[src/rtl/nubus_master_seq.sv]
// NuBus master sequencer: arbitrates for the bus, runs one address cycle and one
// data phase per CPU request, and handles slave retries, errors and local timeout.
module nubus_master_seq #(
  parameter int unsigned TIMEOUT_CYCLES = 255,
  parameter int unsigned MAX_RETRY      = 3,
  parameter int unsigned RETRY_GAP      = 2
) (
  input  logic        nub_clkn,
  input  logic        nub_reset,
  input  logic        cpu_valid,
  input  logic        cpu_masterd,
  input  logic        cpu_error,
  input  logic        cpu_write,
  input  logic        nub_grant,
  input  logic        nub_busy,
  input  logic        nub_ackn,
  input  logic        nub_tm1n,
  input  logic        nub_tm0n,
  input  logic [31:0] nub_ad_i,
  output logic        nub_rqstn_o,
  output logic        nub_startn_o,
  output logic        mst_adrcyn_o,
  output logic        mst_dtacyn_o,
  output logic        cpu_ready_o,
  output logic [1:0]  cpu_status_o,
  output logic [31:0] cpu_rdata_o
);

  localparam int unsigned TmoW = (TIMEOUT_CYCLES > 0) ? $clog2(TIMEOUT_CYCLES + 1) : 1;
  localparam int unsigned RtyW = (MAX_RETRY > 0) ? $clog2(MAX_RETRY + 1) : 1;
  localparam int unsigned GapW = (RETRY_GAP > 1) ? $clog2(RETRY_GAP) : 1;

  localparam logic [TmoW-1:0] TmoLast = TmoW'(TIMEOUT_CYCLES);
  localparam logic [RtyW-1:0] RtyMax  = RtyW'(MAX_RETRY);
  localparam logic [GapW-1:0] GapLast = GapW'((RETRY_GAP > 0) ? RETRY_GAP - 1 : 0);

  typedef enum logic [2:0] {
    StIdle,
    StArb,
    StAddr,
    StData,
    StRetryWait,
    StDone
  } state_e;

  state_e          state_q, state_d;
  logic [TmoW-1:0] tmo_q, tmo_d;
  logic [RtyW-1:0] rty_q, rty_d;
  logic [GapW-1:0] gap_q, gap_d;
  logic [1:0]      status_q, status_d;
  logic [31:0]     rdata_q, rdata_d;
  logic            wr_q, wr_d;

  logic [1:0]      ack_st;
  logic [TmoW-1:0] tmo_inc;

  assign ack_st  = {~nub_tm1n, ~nub_tm0n};
  assign tmo_inc = tmo_q + TmoW'(1);

  // State and datapath registers; reset aborts any transaction silently.
  always_ff @(posedge nub_clkn or posedge nub_reset) begin
    if (nub_reset) begin
      state_q  <= StIdle;
      tmo_q    <= '0;
      rty_q    <= '0;
      gap_q    <= '0;
      status_q <= 2'b00;
      rdata_q  <= '0;
      wr_q     <= 1'b0;
    end else begin
      state_q  <= state_d;
      tmo_q    <= tmo_d;
      rty_q    <= rty_d;
      gap_q    <= gap_d;
      status_q <= status_d;
      rdata_q  <= rdata_d;
      wr_q     <= wr_d;
    end
  end

  // Next-state, counters and completion status.
  always_comb begin
    state_d  = state_q;
    tmo_d    = tmo_q;
    rty_d    = rty_q;
    gap_d    = gap_q;
    status_d = status_q;
    rdata_d  = rdata_q;
    wr_d     = wr_q;
    unique case (state_q)
      StIdle: begin
        if (cpu_valid && cpu_masterd) begin
          wr_d = cpu_write;
          if (cpu_error) begin
            status_d = 2'b01;
            state_d  = StDone;
          end else begin
            state_d = StArb;
          end
        end
      end
      StArb: begin
        if (nub_grant && !nub_busy) state_d = StAddr;
      end
      StAddr: begin
        tmo_d   = '0;
        state_d = StData;
      end
      StData: begin
        // An ack on the terminal-count cycle wins over the timeout.
        if (!nub_ackn) begin
          unique case (ack_st)
            2'b00: begin
              status_d = 2'b00;
              if (!wr_q) rdata_d = nub_ad_i;
              state_d = StDone;
            end
            2'b01: begin
              status_d = 2'b01;
              state_d  = StDone;
            end
            2'b10: begin
              status_d = 2'b10;
              state_d  = StDone;
            end
            default: begin
              if (rty_q < RtyMax) begin
                rty_d   = rty_q + RtyW'(1);
                gap_d   = '0;
                state_d = (RETRY_GAP == 0) ? StArb : StRetryWait;
              end else begin
                status_d = 2'b11;
                state_d  = StDone;
              end
            end
          endcase
        end else begin
          tmo_d = tmo_inc;
          if (tmo_inc == TmoLast) begin
            status_d = 2'b10;
            state_d  = StDone;
          end
        end
      end
      StRetryWait: begin
        if (gap_q == GapLast) state_d = StArb;
        else gap_d = gap_q + GapW'(1);
      end
      StDone: begin
        rty_d   = '0;
        state_d = StIdle;
      end
      default: state_d = StIdle;
    endcase
  end

  // Bus strobes decoded from the current state; idle values everywhere else.
  always_comb begin
    nub_rqstn_o  = 1'b1;
    nub_startn_o = 1'b1;
    mst_adrcyn_o = 1'b1;
    mst_dtacyn_o = 1'b1;
    cpu_ready_o  = 1'b0;
    unique case (state_q)
      StArb:  nub_rqstn_o = 1'b0;
      StAddr: begin
        nub_startn_o = 1'b0;
        mst_adrcyn_o = 1'b0;
      end
      StData: mst_dtacyn_o = 1'b0;
      StDone: cpu_ready_o  = 1'b1;
      default: ;
    endcase
  end

  assign cpu_status_o = status_q;
  assign cpu_rdata_o  = rdata_q;

endmodule

[config.mk]
export PLATFORM = sky130hd
export DESIGN_NAME = nubus_master_seq
export DESIGN_NICKNAME = d
export VERILOG_FILES = /design/src/rtl/nubus_master_seq.sv
export SDC_FILE = /design/constraint.sdc
export NUM_CORES = 1
export LEC_CHECK = 0
export CAP_MARGIN = 10
export CORE_MARGIN = 5
export CORE_UTILIZATION = 60
export DETAILED_ROUTE_END_ITERATION = 7
export DONT_BUFFER_PORTS = 1
export GPL_TIMING_DRIVEN = 0
export PLACE_DENSITY = 0.76
export SETUP_SLACK_MARGIN = 0.2
export SYNTH_ARGS = -nofsm -noshare
export SYNTH_HDL_FRONTEND = slang
export SYNTH_SLANG_ARGS = --single-unit
[constraint.sdc]
create_clock -name nub_clkn -period 4 [get_ports nub_clkn]
set_clock_uncertainty 0.1 [all_clocks]
set_input_delay 0.8 -clock nub_clkn [delete_from_list [all_inputs] [get_ports nub_clkn]]
set_output_delay 0.8 -clock nub_clkn [all_outputs]
set_load 0.01 [all_outputs]
==> results.toml, run 1 <==
[status]
status = "finished, final reports clean"

[detailed_routing]
wl_per_cell_um = 18.9
dr.pass1.iters = 4
wl_um = 4820
routed-via-count = 1529
ant_nets = 0
drt_iter0_drc = 122
via_per_inst = 6.00
drc = 0

[critical_path]
r2r_slack_ps = 1930
worstPathMaxFanout = 10
required_ps = 3100
path_buf_inv = 2
path_cells = "buf_2, nand2b_1, or2_2, buf_4"
cp-start-kind = "flop"
critPathTopFamily = "simple AND/OR/NAND/NOR gates"
critPathKind = "reg2out"
worst_ep_arrival_time_ps = 1430
slowest_stage = "or2_2"
cp-end-kind = "primary output"
max_stage_delay_ps = 340

[cells_and_area]
final_layout_size_suffix_gt1_share_pct = 27.5
nNetsFinal = 252
layout_common_cells = "dfrtp_1, mux2_2, nand2_1, o21ai_0, nor2_1"
antennaDiodeCount = 0
layout_commonest_cell = "dfrtp_1"
syn_to_final_growth_pct = 8.28

[job]
maxCapViolations = 0

[sta]
slew_headroom_pct = 65.8
post-route-min-period_ps = 2330
worst_pin_slew_ps = 506
timing.fmax_mhz = 430
finalHoldViolCount = 0
finalSetupTns_ps = 0
rsz0062_at_grt = "no"
finalSetupViolCount = 0
slew_viol_final = 0
fin_crit_sh_pct = 58.2

[power]
p_total_mw = 1.47
powerDensity_nw_per_um2 = 588
power.leakage_nw = 1.18
ir_worst_vdd_v = 0.000432

[floorplan]
io_pins = 82
dieArea_um2 = 5190
start_util_pct = 62.7
rows = 22
die_x_um = 72.1
core_um2 = 3690
die_y_um = 72.1

[yosys]
synth_top_cells_by_area = "dfrtp_1, mux2_2, o21ai_0"
yosys.area.top_type = "dfrtp_1"
syn_area_per_cell_um2 = 11.7
syn-num-nets = 244
yosysWarnings = 0
ys_seq_area_share_pct = 53.1
ys_ff_latch = 49
ys_types = 40
syn_area_um2 = 2310
netlist_instances = 198
synth_top_area_share_pct = 53.1

[place]
portBuffers = 0
dp_hpwl_um = 3660
gp_congestion = 0.808

[clock_tree]
insertion_delay_ps = 300
cts_setup_buffers = 0
numCtsBuffers = 5
cts_hold_buf = 0
cts.sinks = 49
htree_levels = 2
clkTransAtPathRegs_ps = 90
cts-resized-gates = 0
clockBufferDepth = 2
clockRootBuffer = "clkbuf_8"
cts_tree = "yes"

[global_routing]
grt_pass1_wl_um = 7900
grtUsageTotal_pct = 19.5
grt-ovfl-total = 0
grt_antenna_before_repair = 0
grt_pass1_vias = 1659
grt_max_degree = 30

[worst_hold_path]
min_path_type = "in2async"
==> worst reg2reg max path, delay by kind of cell (launching register included) <==
kind / cells / cell delay [ps]
AND/OR/NAND/NOR: 2 / 380
flip-flops: 1 / 470
AO/OA/AOI/OAI: 2 / 410
XOR/XNOR: 1 / 250
adder cells (fa/ha/maj): 1 / 370
==> power breakdown <==
| group | internal, mW | switching (mW) |
|---|---|---|
| logic | 0.170 | 0.189 |
| clock network | 0.188 | 0.159 |
| registers | 0.625 | 0.142 |
==> state kept, by name (all words and copies together), names as in the netlist <==
signal / cells
cpu_rdata_o: 32
tmo_q: 8
state_q: 3
cpu_status_o: 2
rty_q: 2
gap_q: 1
wr_q: 1
==> cell usage after synthesis (all sizes together) <==
library cell / count
a21boi: 2
a21oi: 7
a22oi: 1
a31o: 2
a31oi: 2
a32oi: 1
and2: 3
and3: 1
and3b: 2
and4: 2
buf: 9
clkbuf: 1
dfrtp: 49
ha: 3
inv: 5
mux2: 33
mux2i: 2
nand2: 14
nand2b: 3
nand3: 6
nand3b: 3
nor2: 13
nor2b: 4
nor3b: 1
nor4: 1
nor4b: 1
nor4bb: 1
o211ai: 1
o21ai: 14
o21bai: 2
o221ai: 1
o22ai: 1
o31ai: 2
o41ai: 1
or2: 1
xor2: 3
==> worst paths after layout <==
path,startpoint,endpoint,depth (start not counted)
max in group asynchronous,nub_reset,cpu_rdata_o[17],2
worst max register to register,tmo_q[1],state_q[2],6
worst max-delay path,state_q[1],nub_startn_o,4
worst min-delay path,nub_reset,cpu_rdata_o[22],1
min in group nub_clkn,tmo_q[7],tmo_q[7],1
worst min register to register,tmo_q[7],tmo_q[7],1
==> stage by stage <==
step           hold slack [ps]  instances  worst slack, ps  util [%]  cell area [um^2]
2_1_floorplan              364        198             1930         -              2310
4_1_cts                    292        255             1660      67.8              2500
3_3_place_gp               393        246             1550      64.3              2370
3_5_place_dp               400        247             1910      64.8              2390
6_report                   278        255             1670      67.8              2500
5_1_grt                    309        255             1580      67.8              2500
==> cell families after synthesis <==
kind of cell	share of synthesized area (%)
AND/OR/NAND/NOR	13.2
flip-flops	53.1
AO/OA/AOI/OAI	10.7
multiplexers	16.9
buffers and inverters	3.41
XOR/XNOR	1.14
adder cells (fa/ha/maj)	1.62
==> cell type report <==
| class | count | area (um^2) |
|---|---|---|
| Tap cell | 48 | 60.1 |
| Clock buffer | 6 | 72.6 |
| Buffer | 10 | 60.1 |
| Inverter | 5 | 18.8 |
| Timing Repair Buffer | 1 | 20.0 |
| Multi-Input combinational cell | 134 | 1010 |
| Sequential cell | 49 | 1230 |
| Fill cell | 279 | 1190 |
| Clock inverter | 2 | 38.8 |
==> routing by layer <==
layer  global-route usage, %  wire [um]  up-vias  part of all wire, %
met5                       0          0        -                    0
met4                    6.68         87        0                  1.8
met3                    8.59        465       11                  9.7
met2                    32.7       2530       53                   52
met1                    22.1       1740      752                   36
li1                        -          -      713                    -
No activity file was read; power rests on OpenSTA's default activity.
==> run 2, diff against run 1 <==
--- a/config.mk
+++ b/config.mk
@@ -7,11 +7,11 @@
 export LEC_CHECK = 0
 export CAP_MARGIN = 10
 export CORE_MARGIN = 5
-export CORE_UTILIZATION = 60
+export CORE_UTILIZATION = 56
 export DETAILED_ROUTE_END_ITERATION = 7
 export DONT_BUFFER_PORTS = 1
 export GPL_TIMING_DRIVEN = 0
-export PLACE_DENSITY = 0.76
+export PLACE_DENSITY = 0.74
 export SETUP_SLACK_MARGIN = 0.2
 export SYNTH_ARGS = -nofsm -noshare
 export SYNTH_HDL_FRONTEND = slang
==> constraint.sdc (replaced) <==
create_clock -name nub_clkn -period 2.01 [get_ports nub_clkn]
set_clock_uncertainty 0.1 [all_clocks]
set_input_delay 0.402 -clock nub_clkn [delete_from_list [all_inputs] [get_ports nub_clkn]]
set_output_delay 0.402 -clock nub_clkn [all_outputs]
set_load 0.01 [all_outputs]
==> run 2 against run 1 <==
  * Die area grew 6.1%
  * Cell area grew 5.7%
  * Sequential cell count is the same
  * Largest power group unchanged
  * Critical path type is now reg2reg
==> results.toml, run 2 (synthesis gave the netlist of run 1 again) <==
[sta]
finalSetupViolCount = 0
fin_crit_sh_pct = 92.1
timing.final.ws_setup_ps = 159
post-route-min-period_ps = 1850
timing.fmax_mhz = 540
finalHoldViolCount = 0
rsz0062_at_grt = "yes"
slew_headroom_pct = 68.8
slew_viol_final = 0
worst_pin_slew_ps = 462

[critical_path]
max_stage_delay_ps = 450
critPathTopFamily = "compound AO/OA/AOI/OAI gates"
worst_ep_arrival_time_ps = 1940
path_buf_inv = 0
slowest_stage = "dfrtp_2"
required_ps = 2100
path_cells = "ha_4, and3_4, nand3b_1, a32oi_4, a31o_1, a21boi_1"
cp-start-kind = "flop"
worstPathMaxFanout = 8
cp-end-kind = "flop"
critPathKind = "reg2reg"

[global_routing]
grtUsageTotal_pct = 18.7
grt_antenna_before_repair = 0
grt_pass1_wl_um = 7850
grt_pass1_vias = 1652
grt-ovfl-total = 0
grt_max_degree = 31

[detailed_routing]
dr.pass1.iters = 4
via_per_inst = 6.05
drc = 0
wl_um = 5050
drt_iter0_drc = 120
ant_nets = 0
routed-via-count = 1590
wl_per_cell_um = 19.2

[power]
p_switching_mw = 1.04
power.leakage_nw = 1.22
powerDensity_nw_per_um2 = 1120
seq_power_share_pct = 51.8
p_sw_share_pct = 35.2
power_frac_clock_pct = 19.7
ir_worst_vdd_v = 0.000688
combPwrFrac_pct = 28.5
p_int_mw = 1.92

[clock_tree]
htree_levels = 2
numCtsBuffers = 5
clockBufferDepth = 2
insertion_delay_ps = 300
clkTransAtPathRegs_ps = 90
clockRootBuffer = "clkbuf_8"
cts.sinks = 49
cts_tree = "yes"

[floorplan]
die_x_um = 74.2
rows = 23
dieArea_um2 = 5510
die_y_um = 74.2
core_um2 = 4000
start_util_pct = 57.8
io_pins = 82

[place]
gp_congestion = 0.820
dp_hpwl_um = 3690
portBuffers = 0
place_ws_ps = -56.7

[cells_and_area]
layout_common_cells = "dfrtp_1, mux2_2, nor2_1, nand2_1, o21ai_0"
largest_register_ffs = 32
layout_commonest_cell = "dfrtp_1"
nNetsFinal = 258
syn_to_final_growth_pct = 14.4
antennaDiodeCount = 0
final_util_pct = 66.1
final_layout_size_suffix_gt1_share_pct = 37.1

[worst_hold_path]
min_path_type = "in2reg"

[job]
maxCapViolations = 0

[status]
status = "finished, final reports clean"
==> run 2: cell count changes in the layout (fill, tap and decap cells not counted), sizes merged <==
cell         before  now
buf              10   15
bufinv            1    0
clkbuf            7    6
clkinvlp          0    1
dlygate4sd3       0    1
inv               5    6
==> run 2: power groups by stage <==
stage	combinational (mW)	sequential (mW)	clock, mW
after floorplan	0.584	1.48	0
after global placement	0.657	1.54	0
after detailed placement	0.715	1.55	0
after CTS	0.752	1.53	0.600
after global routing	0.932	1.57	0.642
final	0.847	1.54	0.584
==> run 2: per-layer routing <==
layer / track usage, % / wire length, um / part of all wire, % / vias to the layer above
met1: 22.0 / 1930 / 38 / 798
met2: 31.9 / 2660 / 53 / 65
met4: 5.93 / 77 / 1.5 / 0
met5: 0 / 0 / 0 / -
li1: - / - / - / 721
met3: 7.03 / 387 / 7.7 / 6
==> run 2: area by class of cell <==
class / count / area (um^2)
Tap cell: 50 / 62.6
Sequential cell: 49 / 1230
Clock buffer: 5 / 68.8
Inverter: 5 / 18.8
Fill cell: 300 / 1360
Timing Repair Buffer: 7 / 65.1
Buffer: 10 / 95.1
Clock inverter: 3 / 21.3
Multi-Input combinational cell: 134 / 1080
==> run 2: stage by stage <==
stage	std cells	TNS [ps]	area (um^2)	total power [mW]	hold slack, ps
2_1_floorplan	198	0	2310	2.06	364
3_3_place_gp	248	-1640	2370	2.19	393
3_5_place_dp	249	-63.2	2390	2.26	212
4_1_cts	259	0	2520	2.89	132
5_1_grt	263	0	2640	3.14	125
6_report	263	0	2640	2.97	142
==> run 2: what timing repair did <==
action | CTS | global route
setup endpoints to repair | 36 | 41
pin swaps | 1 | 6
resized for setup | 8 | 33
hold buffers | 1 | 0
gates cloned | 0 | 1
endpoints found under the hold margin | 19 | 0
setup buffers | 1 | 3
==> run 2: path summary, 6_finish.rpt <==
path | end | slack [ps] | depth (start not counted) | start
max in group asynchronous | tmo_q[2] | 830 | 3 | nub_reset
setup / recovery | cpu_status_o[0] | 160 | 6 | tmo_q[1]
min in group asynchronous | cpu_rdata_o[20] | 460 | 2 | nub_reset
setup reg to reg | cpu_status_o[0] | 160 | 6 | tmo_q[1]
hold / removal | cpu_rdata_o[5] | 140 | 1 | nub_ad_i[5]
hold reg to reg | tmo_q[7] | 410 | 1 | tmo_q[7]
==> run 3, diff against run 2 <==
--- a/config.mk
+++ b/config.mk
@@ -6,7 +6,6 @@
 export NUM_CORES = 1
 export LEC_CHECK = 0
 export CAP_MARGIN = 10
-export CORE_MARGIN = 5
 export CORE_UTILIZATION = 56
 export DETAILED_ROUTE_END_ITERATION = 7
 export DONT_BUFFER_PORTS = 1
==> run 3 against run 2 <==
  * Sequential power about the same
  * Sequential share of layout area shrank 0.11 points
  * Non-clock buffer count is 2 higher
  * Worst hold slack got worse by 0.62 ps
  * Clock power about the same
  * Combinational power shrank 2%
  * Global-route usage grew 3.7 points
  * Via count down 3.0%
  * Wire length shrank 8.9%
  * Largest cell class unchanged
  * Highest routed layer unchanged
==> results.toml, run 3 (synthesis gave the netlist of run 1 again) <==
[clock_tree]
cts_tree = "yes"
numCtsBuffers = 5
cts.sinks = 49
htree_levels = 2
clockBufferDepth = 2
clkTransAtPathRegs_ps = 100
clockRootBuffer = "clkbuf_8"
insertion_delay_ps = 310

[cells_and_area]
antennaDiodeCount = 0
layout_common_cells = "dfrtp_1, mux2_2, buf_4"
final_layout_size_suffix_gt1_share_pct = 38.6
layout_commonest_cell = "dfrtp_1"
fin_cells = 263
nNetsFinal = 260
syn_to_final_growth_pct = 14.7
final_util_pct = 69.8
largest_register_ffs = 32

[floorplan]
start_util_pct = 60.8
die_x_um = 66.2
io_pins = 82
core_um2 = 3800
die_y_um = 66.2
dieArea_um2 = 4390
rows = 22

[critical_path]
cp-start-kind = "flop"
reg2reg_to = "state_q[2]"
required_ps = 2130
worstPathMaxFanout = 8
worst_ep_arrival_time_ps = 1890
r2r_cells = 6
critPathKind = "reg2reg"
crit_start = "tmo_q[0]"
r2r-start = "tmo_q[0]"
cp-end-kind = "flop"
r2r_slack_ps = 230

[global_routing]
grt_antenna_before_repair = 0
grt_pass1_wl_um = 7160
grt_max_degree = 28
grtUsageTotal_pct = 22.4
grt_pass1_vias = 1573
grt-ovfl-total = 0

[power]
power.leakage_nw = 1.23
powerDensity_nw_per_um2 = 1110
ir_worst_vdd_v = 0.000686

[place]
dp.cells = 247
dp_hpwl_um = 3350
portBuffers = 0
gp_congestion = 0.831

[detailed_routing]
via_per_inst = 5.87
ant_nets = 0
drt_iter0_drc = 111
wl_per_cell_um = 17.5
routed-via-count = 1543
dr.pass1.iters = 4
drc = 0
wl_um = 4600

[worst_hold_path]
whs_endpoint = "cpu_rdata_o[0]"
min_path_cells = 1
min_path_type = "in2reg"
min_from = "nub_ad_i[0]"

[sta]
post-route-min-period_ps = 1780
finalSetupViolCount = 0
slew_viol_final = 0
timing.fmax_mhz = 563
finalHoldViolCount = 0
slew_headroom_pct = 67.6
rsz0062_at_grt = "yes"
worst_pin_slew_ps = 486
fin_crit_sh_pct = 88.4

[job]
maxCapViolations = 0

[status]
status = "finished, final reports clean"
[run 3: power breakdown]
| part | switching [mW] | internal, mW |
|---|---|---|
| Clock | 0.337 | 0.247 |
| Combinational | 0.403 | 0.425 |
| Sequential | 0.276 | 1.25 |
[run 3: per-stage QoR]
step                      hold slack, ps  setup TNS, ps  cell area [um^2]  power (mW)  setup WS, ps
after detailed placement             243              0              2390        2.24          4.48
after global routing                 126              0              2650        3.11           140
after floorplan                      364              0              2310        2.06           258
final                                141              0              2650        2.93           234
after global placement               392          -1940              2370        2.18         -40.7
after CTS                            136              0              2560        2.87           195
[run 3: critical path, cell delays in order, from the launching register on]
cell      delay, ps
dfrtp_2         420
ha_4            200
and3_4          200
nand3b_1        120
a32oi_4         310
a31oi_2         140
o31ai_1         190
[run 3: area by class of cell]
class	count	area, um^2
Buffer	10	83.8
Clock buffer	5	68.8
Clock inverter	3	21.3
Fill cell	256	1150
Inverter	5	18.8
Multi-Input combinational cell	134	1080
Sequential cell	49	1230
Tap cell	48	60.1
Timing Repair Buffer	9	82.6
[run 3: timing repair]
| item | 4_1_cts | 5_1_grt |
|---|---|---|
| gates resized for setup | 15 | 21 |
| endpoints found under the hold margin | 22 | 0 |
| hold buffers | 1 | 0 |
| endpoints found under the setup margin | 36 | 31 |
| buffers inserted | 2 | 5 |
| pin swaps | 2 | 9 |
[run 3: how the worst max path moves through the flow]
stage / endpoint / slack (ps) / cells past startpoint
floorplan: state_q[2] / 260 / 6
global placement: state_q[1] / -40 / 1
detailed placement: state_q[2] / 4 / 6
CTS: state_q[2] / 190 / 6
global route: state_q[2] / 140 / 6
finish: state_q[2] / 230 / 6
[run 3: metal layers]
metal  GRT usage [%]  wire length [um]  vias up
met4            6.38                70        0
met5               0                 0        -
met2            37.9              2350       63
li1                -                 -      729
met3            7.41               342        7
met1            27.1              1840      744
==> edit: new RTL, flow settings as in run 3 <==
Make the reset (`nub_reset`) synchronous in one clocked block.
--- a/src/rtl/nubus_master_seq.sv
+++ b/src/rtl/nubus_master_seq.sv
@@ -60,3 +60,3 @@
   // State and datapath registers; reset aborts any transaction silently.
-  always_ff @(posedge nub_clkn or posedge nub_reset) begin
+  always_ff @(posedge nub_clkn) begin
     if (nub_reset) begin
Check against the original RTL: differs if nub_reset is asserted again (counterexample within 4 cycles, from zero or initial values and one cycle with nub_reset high); with nub_reset held inactive, the same outputs for 10 cycles.
==> edit against run 3 <==
  * Setup slack lost 140 ps
  * Area after synthesis shrank 8.9%
  * Worst hold slack lost 62 ps
  * Count of clock-buffer cells in the layout grew 1
  * Routed wire length shrank 2.8%
  * Sequential cell count is the same
  * Cell area shrank 10%
  * Maximum frequency shrank 7.3%
  * Critical endpoint is now cpu_status_o[0]$_SDFFE_PP0P_
Power is not compared: it rests on default switching activity, and its combinational part moved more than twofold at a synthesized area within 25%.
==> edit: results (changes against run 3) <==
* Worst-Margin Slew at 485 ps (-0.563 ps)
* R2r startpoint: tmo_q[2]$_SDFFE_PP0P_
* CLK BUF at 6 (+1)
* Multi-input combinational area share at 0.446 (+0.0364)
* Met3 Use GR at 0.0888 (+0.0146)
* Worst hold margin at 79.1 ps (-62.4 ps)
* Sequential share of cell area at 0.417 (-0.0474)
* Fmax achieved at 522 MHz (-7.3%)
* Beginning of the worst hold path: nub_reset
* Routed wl met2 at 2090 microns (-11%)
* Register area share after synthesis at 0.466 (-0.0645)
* Outcome: complete, no violations
* Async SR Flop Fraction at 0 (-1.00)
* Hold Path Sink: cpu_status_o[1]$_SDFFE_PP0P_
* GP Congestion at 0.784 (-5.7%)
* Via density at 5.53 (-5.8%)
* Starting DRT DRC Count at 74 (-33%)
* Bufs w/o clock at 23 (+4)
* Distinct cell type count after synthesis at 43 (+7.5%)
* Multi-input comb cells at 193 (+44%)
* WL met1 at 1930 microns (+4.7%)
* Setup Fix Bufs, Post-CTS at 3 (+1)
* First-pass GRT wire length at 7500 microns (+4.8%)
* Post-synth top cells: nand2_1 (75), dfxtp_1 (49), a21oi_1 (45), nor2_1 (14), clkbuf_1 (11)
* NonClk Buf Share at 0.0695 (+0.00675)
* Vias in the first global route at 1743 (+11%)
* Crit-path slowest cell: dfxtp_1
* WL final at 4470 microns (-2.8%)
* Critical path's largest stage delay at 370 ps (-50 ps)
* Synth Instances at 265 (+34%)
* Met2 Use GR at 0.401 (+0.0217)
* Met1 Use GR at 0.272 (+0.00135)
* HPWL Detailed at 3170 microns (-5.3%)
* Total GRT Usage at 0.239 (+0.0150)
[edit: changes by cell type after synthesis, moves of 3 or more]
| cell | change |
|---|---|
| dfrtp_1 | -49 |
| and3_1 | +4 |
| clkbuf_1 | +10 |
| mux2_2 | -32 |
| o21ai_0 | -9 |
| nand2b_1 | -3 |
| nor3_1 | +6 |
| a21oi_1 | +38 |
| dfxtp_1 | +49 |
| nand2_1 | +61 |
[edit: cells by family (layout without fill, tap and decap cells)]
| kind of cell | count (synthesis) | count (layout) | share of synthesized area |
|---|---|---|---|
| fa+ha+maj | 3 | 3 | 0.0178 |
| flops | 49 | 49 | 0.466 |
| simple gates | 123 | 123 | 0.263 |
| xor+xnor | 4 | 4 | 0.0202 |
| compound gates | 61 | 61 | 0.172 |
| mux | 2 | 2 | 0.0101 |
| buf+inv | 23 | 35 | 0.0499 |
